## src/rtl/npc_csr_pkg.sv

```systemverilog
// Shared CSR addresses, mstatus bit positions, op and sequencer state encodings.
package npc_csr_pkg;

  localparam logic [11:0] CSR_MSTATUS = 12'h300;
  localparam logic [11:0] CSR_MTVEC   = 12'h305;
  localparam logic [11:0] CSR_MEPC    = 12'h341;
  localparam logic [11:0] CSR_MCAUSE  = 12'h342;

  localparam int unsigned MSTATUS_MIE    = 3;
  localparam int unsigned MSTATUS_MPIE   = 7;
  localparam int unsigned MSTATUS_MPP_LO = 11;
  localparam int unsigned MSTATUS_MPP_HI = 12;

  typedef enum logic [2:0] {
    OP_CSRRW = 3'd0,
    OP_CSRRS = 3'd1,
    OP_CSRRC = 3'd2,
    OP_ECALL = 3'd3,
    OP_MRET  = 3'd4
  } op_e;

  typedef enum logic [2:0] {
    ST_IDLE    = 3'd0,
    ST_EXEC    = 3'd1,
    ST_T_EPC   = 3'd2,
    ST_T_CAUSE = 3'd3,
    ST_T_STAT  = 3'd4,
    ST_M_EPC   = 3'd5,
    ST_M_STAT  = 3'd6,
    ST_RESP    = 3'd7
  } state_e;

endpackage

```

## src/rtl/csr_wdata_calc.sv

```systemverilog
// Combinational CSR write-data generation: read-modify-write for CSRRW/RS/RC and
// the mstatus transforms applied on trap entry and MRET.
module csr_wdata_calc
  import npc_csr_pkg::*;
#(
  parameter int unsigned XLEN = 32
) (
  input  logic [2:0]      op,
  input  logic [XLEN-1:0] old_val,
  input  logic [XLEN-1:0] src,
  output logic [XLEN-1:0] rmw_val,
  output logic [XLEN-1:0] trap_mstatus,
  output logic [XLEN-1:0] mret_mstatus
);

  // New CSR value for the instruction forms and the two mstatus transforms
  always_comb begin
    case (op)
      OP_CSRRS: rmw_val = old_val | src;
      OP_CSRRC: rmw_val = old_val & ~src;
      default:  rmw_val = src;
    endcase

    trap_mstatus                                 = old_val;
    trap_mstatus[MSTATUS_MPIE]                   = old_val[MSTATUS_MIE];
    trap_mstatus[MSTATUS_MIE]                    = 1'b0;
    trap_mstatus[MSTATUS_MPP_HI:MSTATUS_MPP_LO]  = 2'b11;

    mret_mstatus                                 = old_val;
    mret_mstatus[MSTATUS_MIE]                    = old_val[MSTATUS_MPIE];
    mret_mstatus[MSTATUS_MPIE]                   = 1'b1;
    mret_mstatus[MSTATUS_MPP_HI:MSTATUS_MPP_LO]  = 2'b11;
  end

endmodule

```

## src/rtl/csr_access_ctrl.sv

```systemverilog
// CSR instruction / ECALL / MRET sequencer in front of a single-write-port CSR file.
// CSR port signals are decoded from the state and latched request fields only.
module csr_access_ctrl
  import npc_csr_pkg::*;
#(
  parameter int unsigned XLEN        = 32,
  parameter int unsigned ECALL_CAUSE = 11
) (
  input  logic            clk,
  input  logic            rst_n,
  input  logic            req_valid,
  output logic            req_ready,
  input  logic [2:0]      req_op,
  input  logic [11:0]     req_csr,
  input  logic [XLEN-1:0] req_src,
  input  logic            req_src_zero,
  input  logic [XLEN-1:0] req_pc,
  output logic            resp_valid,
  input  logic            resp_ready,
  output logic [XLEN-1:0] resp_rd,
  output logic            resp_redirect,
  output logic [XLEN-1:0] resp_pc,
  output logic [11:0]     csr_rd_reg,
  input  logic [XLEN-1:0] csr_rd_bus,
  output logic            csr_wr_en,
  output logic [11:0]     csr_wr_reg,
  output logic [XLEN-1:0] csr_wr_bus
);

  state_e          state_q, state_d;
  logic [2:0]      op_q, op_d;
  logic [11:0]     csr_q, csr_d;
  logic [XLEN-1:0] src_q, src_d;
  logic            src_zero_q, src_zero_d;
  logic [XLEN-1:0] pc_q, pc_d;
  logic [XLEN-1:0] rd_q, rd_d;
  logic [XLEN-1:0] tgt_q, tgt_d;
  logic            redirect_q, redirect_d;

  logic [XLEN-1:0] rmw_val;
  logic [XLEN-1:0] trap_mstatus;
  logic [XLEN-1:0] mret_mstatus;

  csr_wdata_calc #(
    .XLEN (XLEN)
  ) u_wdata_calc (
    .op           (op_q),
    .old_val      (csr_rd_bus),
    .src          (src_q),
    .rmw_val      (rmw_val),
    .trap_mstatus (trap_mstatus),
    .mret_mstatus (mret_mstatus)
  );

  assign req_ready     = (state_q == ST_IDLE);
  assign resp_valid    = (state_q == ST_RESP);
  assign resp_rd       = rd_q;
  assign resp_redirect = redirect_q;
  assign resp_pc       = tgt_q;

  // State register and request/result latches
  always_ff @(posedge clk or negedge rst_n) begin
    if (!rst_n) begin
      state_q    <= ST_IDLE;
      op_q       <= '0;
      csr_q      <= '0;
      src_q      <= '0;
      src_zero_q <= 1'b0;
      pc_q       <= '0;
      rd_q       <= '0;
      tgt_q      <= '0;
      redirect_q <= 1'b0;
    end else begin
      state_q    <= state_d;
      op_q       <= op_d;
      csr_q      <= csr_d;
      src_q      <= src_d;
      src_zero_q <= src_zero_d;
      pc_q       <= pc_d;
      rd_q       <= rd_d;
      tgt_q      <= tgt_d;
      redirect_q <= redirect_d;
    end
  end

  // Next state, latch updates and CSR file port decode
  always_comb begin
    state_d    = state_q;
    op_d       = op_q;
    csr_d      = csr_q;
    src_d      = src_q;
    src_zero_d = src_zero_q;
    pc_d       = pc_q;
    rd_d       = rd_q;
    tgt_d      = tgt_q;
    redirect_d = redirect_q;
    csr_rd_reg = '0;
    csr_wr_en  = 1'b0;
    csr_wr_reg = '0;
    csr_wr_bus = '0;

    case (state_q)
      ST_IDLE: begin
        if (req_valid) begin
          op_d       = req_op;
          csr_d      = req_csr;
          src_d      = req_src;
          src_zero_d = req_src_zero;
          pc_d       = req_pc;
          rd_d       = '0;
          tgt_d      = '0;
          redirect_d = (req_op == OP_ECALL) || (req_op == OP_MRET);
          case (req_op)
            OP_CSRRW, OP_CSRRS, OP_CSRRC: state_d = ST_EXEC;
            OP_ECALL:                     state_d = ST_T_EPC;
            OP_MRET:                      state_d = ST_M_EPC;
            default:                      state_d = ST_RESP;
          endcase
        end
      end
      ST_EXEC: begin
        csr_rd_reg = csr_q;
        rd_d       = csr_rd_bus;
        csr_wr_reg = csr_q;
        csr_wr_bus = rmw_val;
        csr_wr_en  = (op_q == OP_CSRRW) || !src_zero_q;
        state_d    = ST_RESP;
      end
      ST_T_EPC: begin
        csr_rd_reg = CSR_MTVEC;
        tgt_d      = {csr_rd_bus[XLEN-1:2], 2'b00};
        csr_wr_en  = 1'b1;
        csr_wr_reg = CSR_MEPC;
        csr_wr_bus = pc_q;
        state_d    = ST_T_CAUSE;
      end
      ST_T_CAUSE: begin
        csr_wr_en  = 1'b1;
        csr_wr_reg = CSR_MCAUSE;
        csr_wr_bus = XLEN'(ECALL_CAUSE);
        state_d    = ST_T_STAT;
      end
      ST_T_STAT: begin
        csr_rd_reg = CSR_MSTATUS;
        csr_wr_en  = 1'b1;
        csr_wr_reg = CSR_MSTATUS;
        csr_wr_bus = trap_mstatus;
        state_d    = ST_RESP;
      end
      ST_M_EPC: begin
        csr_rd_reg = CSR_MEPC;
        tgt_d      = csr_rd_bus;
        state_d    = ST_M_STAT;
      end
      ST_M_STAT: begin
        csr_rd_reg = CSR_MSTATUS;
        csr_wr_en  = 1'b1;
        csr_wr_reg = CSR_MSTATUS;
        csr_wr_bus = mret_mstatus;
        state_d    = ST_RESP;
      end
      ST_RESP: begin
        if (resp_ready) state_d = ST_IDLE;
      end
      default: state_d = ST_IDLE;
    endcase
  end

endmodule

```

## config.mk

```make
export PLATFORM = sky130hd
export DESIGN_NAME = csr_access_ctrl
export DESIGN_NICKNAME = d
export VERILOG_FILES = /design/src/rtl/npc_csr_pkg.sv /design/src/rtl/csr_wdata_calc.sv /design/src/rtl/csr_access_ctrl.sv
export SDC_FILE = /design/constraint.sdc
export NUM_CORES = 1
export LEC_CHECK = 0
export ABC_CLOCK_PERIOD_IN_PS = 3000
export CORE_MARGIN = 4
export CORE_UTILIZATION = 49
export DETAILED_ROUTE_END_ITERATION = 7
export PLACE_DENSITY = 0.85
export SYNTH_ARGS = -nofsm -noshare
export SYNTH_HDL_FRONTEND = slang
export SYNTH_SLANG_ARGS = --single-unit
```

## constraint.sdc

```tcl
create_clock -name clk -period 3 [get_ports clk]
set_input_delay 0.6 -clock clk [delete_from_list [all_inputs] [get_ports clk]]
set_output_delay 0.6 -clock clk [all_outputs]
set_load 0.02 [all_outputs]
```

# == After elaboration in Yosys (flattened, before gate mapping) ==
# Index checks and enable logic that the tools add are counted.
# word_totals
register_bits,148
input_bits,116
out_inout_bits,124
word_cells,55
# classes
n_eq_ne,15
mux,12
bitwise,3
n_reduce_logical,16
# op_table
operator,count
$pmux W32 S5,1
$pmux W32 S2,2
$pmux W12 S4,2
$pmux W32 S3,1
$and A32 B32 Y32,1
$mux W32,1
$not A32 Y32,1
$or A32 B32 Y32,1
$pmux W3 S6,1
$eq A3 B2 Y1 const B,5
$eq A3 B3 Y1 const B,5
$eq A3 B1 Y1 const B,3
$logic_not A3 Y1,3
$pmux W3 S3,1
$reduce_and A2 Y1,4
$mux W3,2
$reduce_or A3 Y1,2
$reduce_or A4 Y1,1
$reduce_bool A3 Y1,1
$logic_or A1 B1 Y1,2
$ne A2 B1 Y1 const B,1
$ne A2 B2 Y1 const B,1
$pmux W1 S2,1
$reduce_bool A2 Y1,1
other kinds (2),2

# == Depth between registers and ports, before layout ==
# Gate-level depths: netlist of the first run.
# logic_depth
ltp_word,5
ltp_mapped,6

# == Cells and area by module ==
# Synthesis of the first run repeated with hierarchy kept, for this count alone.
# hier_totals
hier_cells,752
hier_area_um2,8220.4
# by_module_without_submodules
mod,instances,cells_each,area_each_um2
csr_access_ctrl,1,574,6759.0
csr_wdata_calc,1,178,1461.4

# == Worst setup path before layout of the first run ==
# Ideal clock, no wire load.
# synth_timing
kind,register to output
start,register state_q[1]
end,output csr_wr_bus[17]
arrival_time_ns,2.122
required_ns,2.400
slack_ns,0.278
stages_incl_launch_ff,5
path_buffers,1
cell_sequence,dfrtp_1 buf_6 or3b_1 or3_4 o311ai_0
# synth_via
elab_chain_len,2
word_cells_on_any_way,6
classes_between,eq/ne (5); mux (1)
# synth_lines
element,line,text
from (decl),csr_access_ctrl.sv:30,"state_e state_q, state_d;"
from (signal assigned),csr_access_ctrl.sv:74,state_q <= state_d;
"$eq A3 B3 Y1, or another cell as far along",csr_access_ctrl.sv:102,case (state_q)
$pmux W32 S5 *,csr_access_ctrl.sv:102,
to (decl),csr_access_ctrl.sv:27,output logic [XLEN-1:0] csr_wr_bus
# Mark *: on every way between the ends. The rest lies on a longest branch, timed or not.

# == Final worst setup path of the first run ==
# layout_timing
start,register state_q[2]
end,output csr_wr_bus[19]
# Same word-level chain as after synthesis.

==> results of run 1 <==
cell type report:
type	count	area (um2)
multi-input combinational	354	2980
tap	180	225
clock inverter	12	201
clock buffer	20	457
timing repair buffer	269	2640
inverter	35	131
fill	933	3660
sequential	148	3700
flip-flops by register name, summed over array words and instances, names as in the netlist:
name	cells
pc_q	32
resp_pc	32
resp_rd	32
src_q	32
csr_q	12
op_q	3
state_q	3
resp_redirect	1
src_zero_q	1
routing by layer:
metal  vias to the layer above  part of all wire [%]  track usage (%)
met5                         -                     0                0
met4                         0                   3.5             11.8
met3                        61                   8.9             8.75
met2                       344                    48             46.1
met1                      3068                    39             35.5
li1                       2684                     -                -
worst paths after layout:
| kind | start | end | depth (start not counted) |
|---|---|---|---|
| worst max-delay path | state_q[2] | csr_wr_bus[19] | 5 |
| worst min-delay path | rst_n | src_q[10] | 1 |
| worst max register to register | state_q[1] | op_q[1] | 4 |
| worst min register to register | resp_pc[28] | resp_pc[28] | 1 |
| max in group asynchronous | rst_n | op_q[0] | 2 |
| min in group clk | resp_pc[28] | resp_pc[28] | 1 |
synth_stat cells, drive strengths merged (2+ instances only):
master / instances / area share, %
or3b: 2 / 0.25
o22ai: 34 / 3.0
nor2: 11 / 0.59
a22oi: 3 / 0.32
clkbuf: 31 / 1.7
mux2: 80 / 13
a21oi: 11 / 0.78
nand2: 38 / 2.0
inv: 34 / 1.8
and2: 14 / 1.2
dfrtp: 148 / 53
buf: 22 / 1.9
nor2b: 3 / 0.27
or2: 3 / 0.27
o311ai: 32 / 7.2
a22o: 31 / 3.9
a2bb2oi: 3 / 0.37
o21ai: 7 / 0.50
nand3: 34 / 2.4
a32oi: 29 / 3.6
nand2b: 5 / 0.45
o21a: 2 / 0.21
logic make-up (layout without fill, tap and decap cells):
kind of cell | after synthesis | after routing | synth area share [%]
AOI/OAI and AO/OA | 157 | 157 | 20.5
xor gates and xnor gates | 1 | 1 | 0.125
buffers and inverters | 88 | 336 | 5.38
DFF | 148 | 148 | 52.7
muxes | 80 | 80 | 12.8
and+or+nand+nor | 116 | 116 | 8.46
metrics by stage:
step / cell area, um2 / power, uW
after floorplan: 7030 / 6570
after global placement: 9690 / 8930
after detailed placement: 9690 / 9100
after CTS: 10400 / 11500
after global routing: 10300 / 12000
final: 10300 / 11400
what timing repair did:
| action | 4_1_cts | 5_1_grt |
|---|---|---|
| hold endpoints to repair | 0 | 0 |
| gates cloned | 1 | 1 |
| setup buffers | 0 | 1 |
| endpoints found under the setup margin | 37 | 38 |
| hold buffers | 0 | 0 |
| pin swaps | 1 | 0 |
| resized for setup | 97 | 26 |
critical path, stage by stage (launching register included):
cell and delay, ns:
dfrtp_1 0.41, or3b_4 0.39, or3_4 0.40, buf_6 0.21, o311ai_2 0.23, clkdlybuf4s15_2 0.30
power by group through the flow:
stage	sequential [uW]	combinational (uW)	clock, uW
CTS	3660	5410	2390
finish	3670	5400	2360
global route	3790	5720	2480
floorplan	3990	2580	0
global placement	3590	5340	0
detailed placement	3650	5440	0
==> summary.txt, run 1 <==
Power and ir drop
  – Comb power frac: 47.2%
  – PwrDens: 1110 nW/um2
  – Clock power frac: 20.7%
  – Max VDD drop: 0.569 mV
  – Switching power: 4390 uW
  – Sequential share of power: 32.1%
  – Switch share: 38.4%
  – Leak: 0.00442 uW
  – Pint: 7040 uW

Placed design
  – Port Buffers: between 200 and 250
  – RD Place Congestion: 0.860
  – Detail Placement HPWL: 15900 um
  – Post-Place Cells: 983
  – DP Worst Slack: -0.0715 ns

STA
  – Worst setup margin: 0.0465 ns
  – Final Skew: approximately 0.0057 ns
  – Final Max Tran Viols: 0
  – Worst hold slack: between 0.1 and 0.15 ns
  – Slew @ Worst Pin: 0.696 ns
  – Setup violations, final: 0
  – Slew margin rel.: between 50 and 60%
  – FMAX: ~340 MHz
  – TNS Setup: 0 ns
  – RSZ-0062 raised after global routing: true
  – Final Hold Fails: 0
  – Final worst path period share: 98.5%
  – Post-layout min period: a little under 3 ns

Global route
  – First-pass GRT wire length: 36400 um
  – Tot GR Track Use: approximately 28%
  – Initial antenna violation count: 0
  – Total gr overflow: 0
  – Largest net degree at the start of global routing: 65
  – Vias in the first global route: approximately 6600

Flow run
  – Max Cap Viol: 0

Detailed routing
  – First drt pass iteration count: 7
  – Via/cell ratio: approximately 6
  – Via count: 6157
  – Post-Route WL: 23100 um
  – Avg WL per Cell: 22.7 um
  – DRT iter0 DRCs: 487
  – Drt drc: 0
  – Post-route ant nets: 0

Worst setup path
  – Nature of the critical path endpoint: primary output
  – CP startpoint kind: flip-flop
  – Type of the worst setup path: flip-flop to primary output
  – Arr. time, crit path: 2.35 ns
  – Required time of the critical path: around 2.4 ns
  – R2R Setup Slk: 0.96 ns
  – CP Max Fanout: 16

Yosys
  – Sequential share of the synthesized area: between 50% and 60%
  – Post-Syn Instances: 590
  – Yosys reg bits: 148
  – Synth Area per Inst: 11.9 um2
  – Yosys warns: 0
  – Top FF cell, synth: dfrtp_1
  – Post-synth ARST share: 100%
  – Post-synth EDFFs: 0
  – Syn Std Cell Area: approximately 7000 um2
  – Syn Nets: 706
  – Post-synth cell types: 39

Clock tree
  – CTS tree: done
  – CTS H-tree lvls: 4
  – Worst-path clk slew: roughly 0.06 ns
  – CTS Buf Count: 17
  – Max clock buf depth: 2
  – Worst-Skew Late Latency: 0.42 ns
  – Root Buffer: clkbuf_16
  – Clk sinks: 148

Final layout
  – Most frequent cells in the layout: clkdlybuf4s50_1 (206), dfrtp_1 (148), mux2_2 (80)
  – Net count, final: 941
  – Synth-to-Final Area Change: 47.1%
  – Most common cell after layout, fill and taps aside: clkdlybuf4s50_1
  – Layout cell share with drive strength beyond 1: 25.7%
  – Finished Layout Cells: 1018
  – Diode count: 0
  – Final core occ: ~74%

Status
  – Status: finished, final reports clean

Floorplan
  – Die Height: 128 um
  – Die W: 128 um
  – Die footprint: 16300 um2
  – Top-level I/O count: 240
  – Site Rows: 43
  – CORE AREA: 14000 um2
  – Initial core utilization: approximately half

Min path
  – Hold Path Class: input port to asynchronous set/reset pin
(Power assumes the default switching activity.)
==> run 2: changes to the inputs <==
--- a/config.mk
+++ b/config.mk
@@ -5,7 +5,7 @@
 export SDC_FILE = /design/constraint.sdc
 export NUM_CORES = 1
 export LEC_CHECK = 0
-export ABC_CLOCK_PERIOD_IN_PS = 3000
+export ABC_CLOCK_PERIOD_IN_PS = 3750
 export CORE_MARGIN = 4
 export CORE_UTILIZATION = 49
 export DETAILED_ROUTE_END_ITERATION = 7
==> constraint.sdc (replaced) <==
create_clock -name clk -period 3.75 [get_ports clk]
set_input_delay 0.75 -clock clk [delete_from_list [all_inputs] [get_ports clk]]
set_output_delay 0.75 -clock clk [all_outputs]
set_load 0.02 [all_outputs]
==> summary.txt, run 2 (synthesis results as in run 1) <==
Worst setup path
  – Reg2reg start: state_q[0]
  – CP Cell Sequence: or3b_2 -> or3_4 -> buf_12 -> o311ai_2 -> clkdlybuf4s50_1
  – Crit path largest cell delay: 0.66 ns
  – R2R Setup Slk: between 1 and 1.5 ns
  – CP Max Fanout: 10
  – RR Endpoint: resp_pc[23]
  – Required time of the critical path: 3.00 ns
  – Worst Path Buf+Inv: 2
  – Slowest CP cell: clkdlybuf4s50_1
  – Cell family with most CP delay: simple AND/OR/NAND/NOR gates
  – Nature of the critical path endpoint: primary output
  – Type of the worst setup path: flip-flop to primary output
  – R2R depth: 5
  – Arr. time, crit path: roughly 3 ns
  – CP startpoint kind: flip-flop

Final layout
  – Most common cell after layout, fill and taps aside: clkdlybuf4s50_1
  – Synth-to-Final Area Change: 45.9%
  – Diode count: 0
  – Layout cell share with drive strength beyond 1: 21.3%
  – Net count, final: 936
  – Most frequent cells in the layout: clkdlybuf4s50_1 (231), dfrtp_1 (148), mux2_2 (80)
  – Final core occ: 73.3%

Clock tree
  – CTS tree: done
  – Clk sinks: 148
  – Worst-Skew Late Latency: 0.43 ns
  – Root Buffer: clkbuf_16
  – Worst-path clk slew: 0.06 ns
  – Hold buffers post-CTS: 0
  – Max clock buf depth: 2
  – CTS Buf Count: 17
  – CTS H-tree lvls: 4

STA
  – Slew @ Worst Pin: around 0.92 ns
  – RSZ-0062 raised after global routing: false
  – Slew margin rel.: 38.8%
  – TNS Setup: 0 ns
  – FMAX: 269 MHz
  – Post-layout min period: 3.71 ns
  – Final Skew: 0.00694 ns
  – Final worst path period share: 99.0%
  – Setup violations, final: 0
  – Final Max Tran Viols: 0
  – Final Hold Fails: 0

Floorplan
  – Die W: around 130 um
  – Site Rows: 43
  – CORE AREA: between 10000 and 15000 um2
  – Die footprint: approximately 16000 um2
  – Initial core utilization: between 50% and 60%
  – Top-level I/O count: 240
  – Die Height: approximately 130 um

Detailed routing
  – Drt drc: 0
  – DRT iter0 DRCs: 366
  – Avg WL per Cell: roughly 23 um
  – First drt pass iteration count: 5
  – Via count: 6088
  – Post-Route WL: 22800 um
  – Post-route ant nets: 0
  – Via/cell ratio: around 6.0

Power and ir drop
  – PwrDens: 879 nW/um2
  – Leak: 0.00440 uW
  – Overall power: 9010 uW
  – Max VDD drop: 0.508 mV

Global route
  – Tot GR Track Use: 27.8%
  – Total gr overflow: 0
  – First-pass GRT wire length: between 30000 and 40000 um
  – Initial antenna violation count: 0
  – Vias in the first global route: 6475
  – Largest net degree at the start of global routing: between 70 and 80

Placed design
  – RD Place Congestion: 0.849
  – Detail Placement HPWL: roughly 15000 um
  – Port Buffers: 239

Flow run
  – Max Cap Viol: 0

Status
  – Status: finished, final reports clean

Min path
  – Hold Path Class: input port to asynchronous set/reset pin
[run 2: worst max-delay path by stage]
stage,startpoint,slack (ns),end,cells after the start
after floorplan,state_q[1],0.88,csr_wr_bus[17],4
after global placement,state_q[1],0.46,csr_wr_bus[17],4
after detailed placement,state_q[1],0.36,csr_wr_bus[3],4
after CTS,state_q[1],0.008,csr_wr_bus[3],4
after global routing,state_q[1],0.004,csr_wr_bus[7],5
final,state_q[1],0.04,csr_wr_bus[7],5
[run 2: area by class of cell]
cell class	count	area [um2]
flip-flops and latches	148	3700
inverters	35	131
clock buffers	22	474
fillers	933	3740
clock inverters	9	126
multi-input cells	355	2970
repair buffers	263	2620
well taps	180	225
[run 2: repair_timing]
| action | in CTS | in global routing |
|---|---|---|
| setup buffers | 4 | 0 |
| pin swaps | 1 | 0 |
| setup endpoints to repair | 2 | 6 |
| gates resized for setup | 1 | 8 |
| gates cloned | 1 | 0 |
[run 2: through the flow]
| stage | cell area, um2 | setup WS (ns) | hold WS [ns] | instances |
|---|---|---|---|---|
| 6_report | 10200 | 0.0358 | 0.353 | 1012 |
| 5_1_grt | 10200 | 0.00430 | 0.411 | 1012 |
| 2_1_floorplan | 7030 | 0.878 | 0.454 | 590 |
| 3_3_place_gp | 9580 | 0.455 | 0.481 | 976 |
| 3_5_place_dp | 9580 | 0.362 | 0.484 | 976 |
| 4_1_cts | 10200 | 0.00785 | 0.373 | 1012 |
[run 2: routing by layer]
| metal | wire length, um | global-route usage (%) | up-vias |
|---|---|---|---|
| met3 | 2360 | 9.83 | 70 |
| li1 | - | - | 2662 |
| met1 | 8520 | 32.9 | 3010 |
| met5 | 0 | 0 | - |
| met4 | 830 | 12.5 | 0 |
| met2 | 11100 | 45.8 | 346 |
[run 2: power by group]
part / internal, uW / switching (uW)
Combinational: 2070 / 2270
Clock: 1090 / 641
Sequential: 2370 / 560
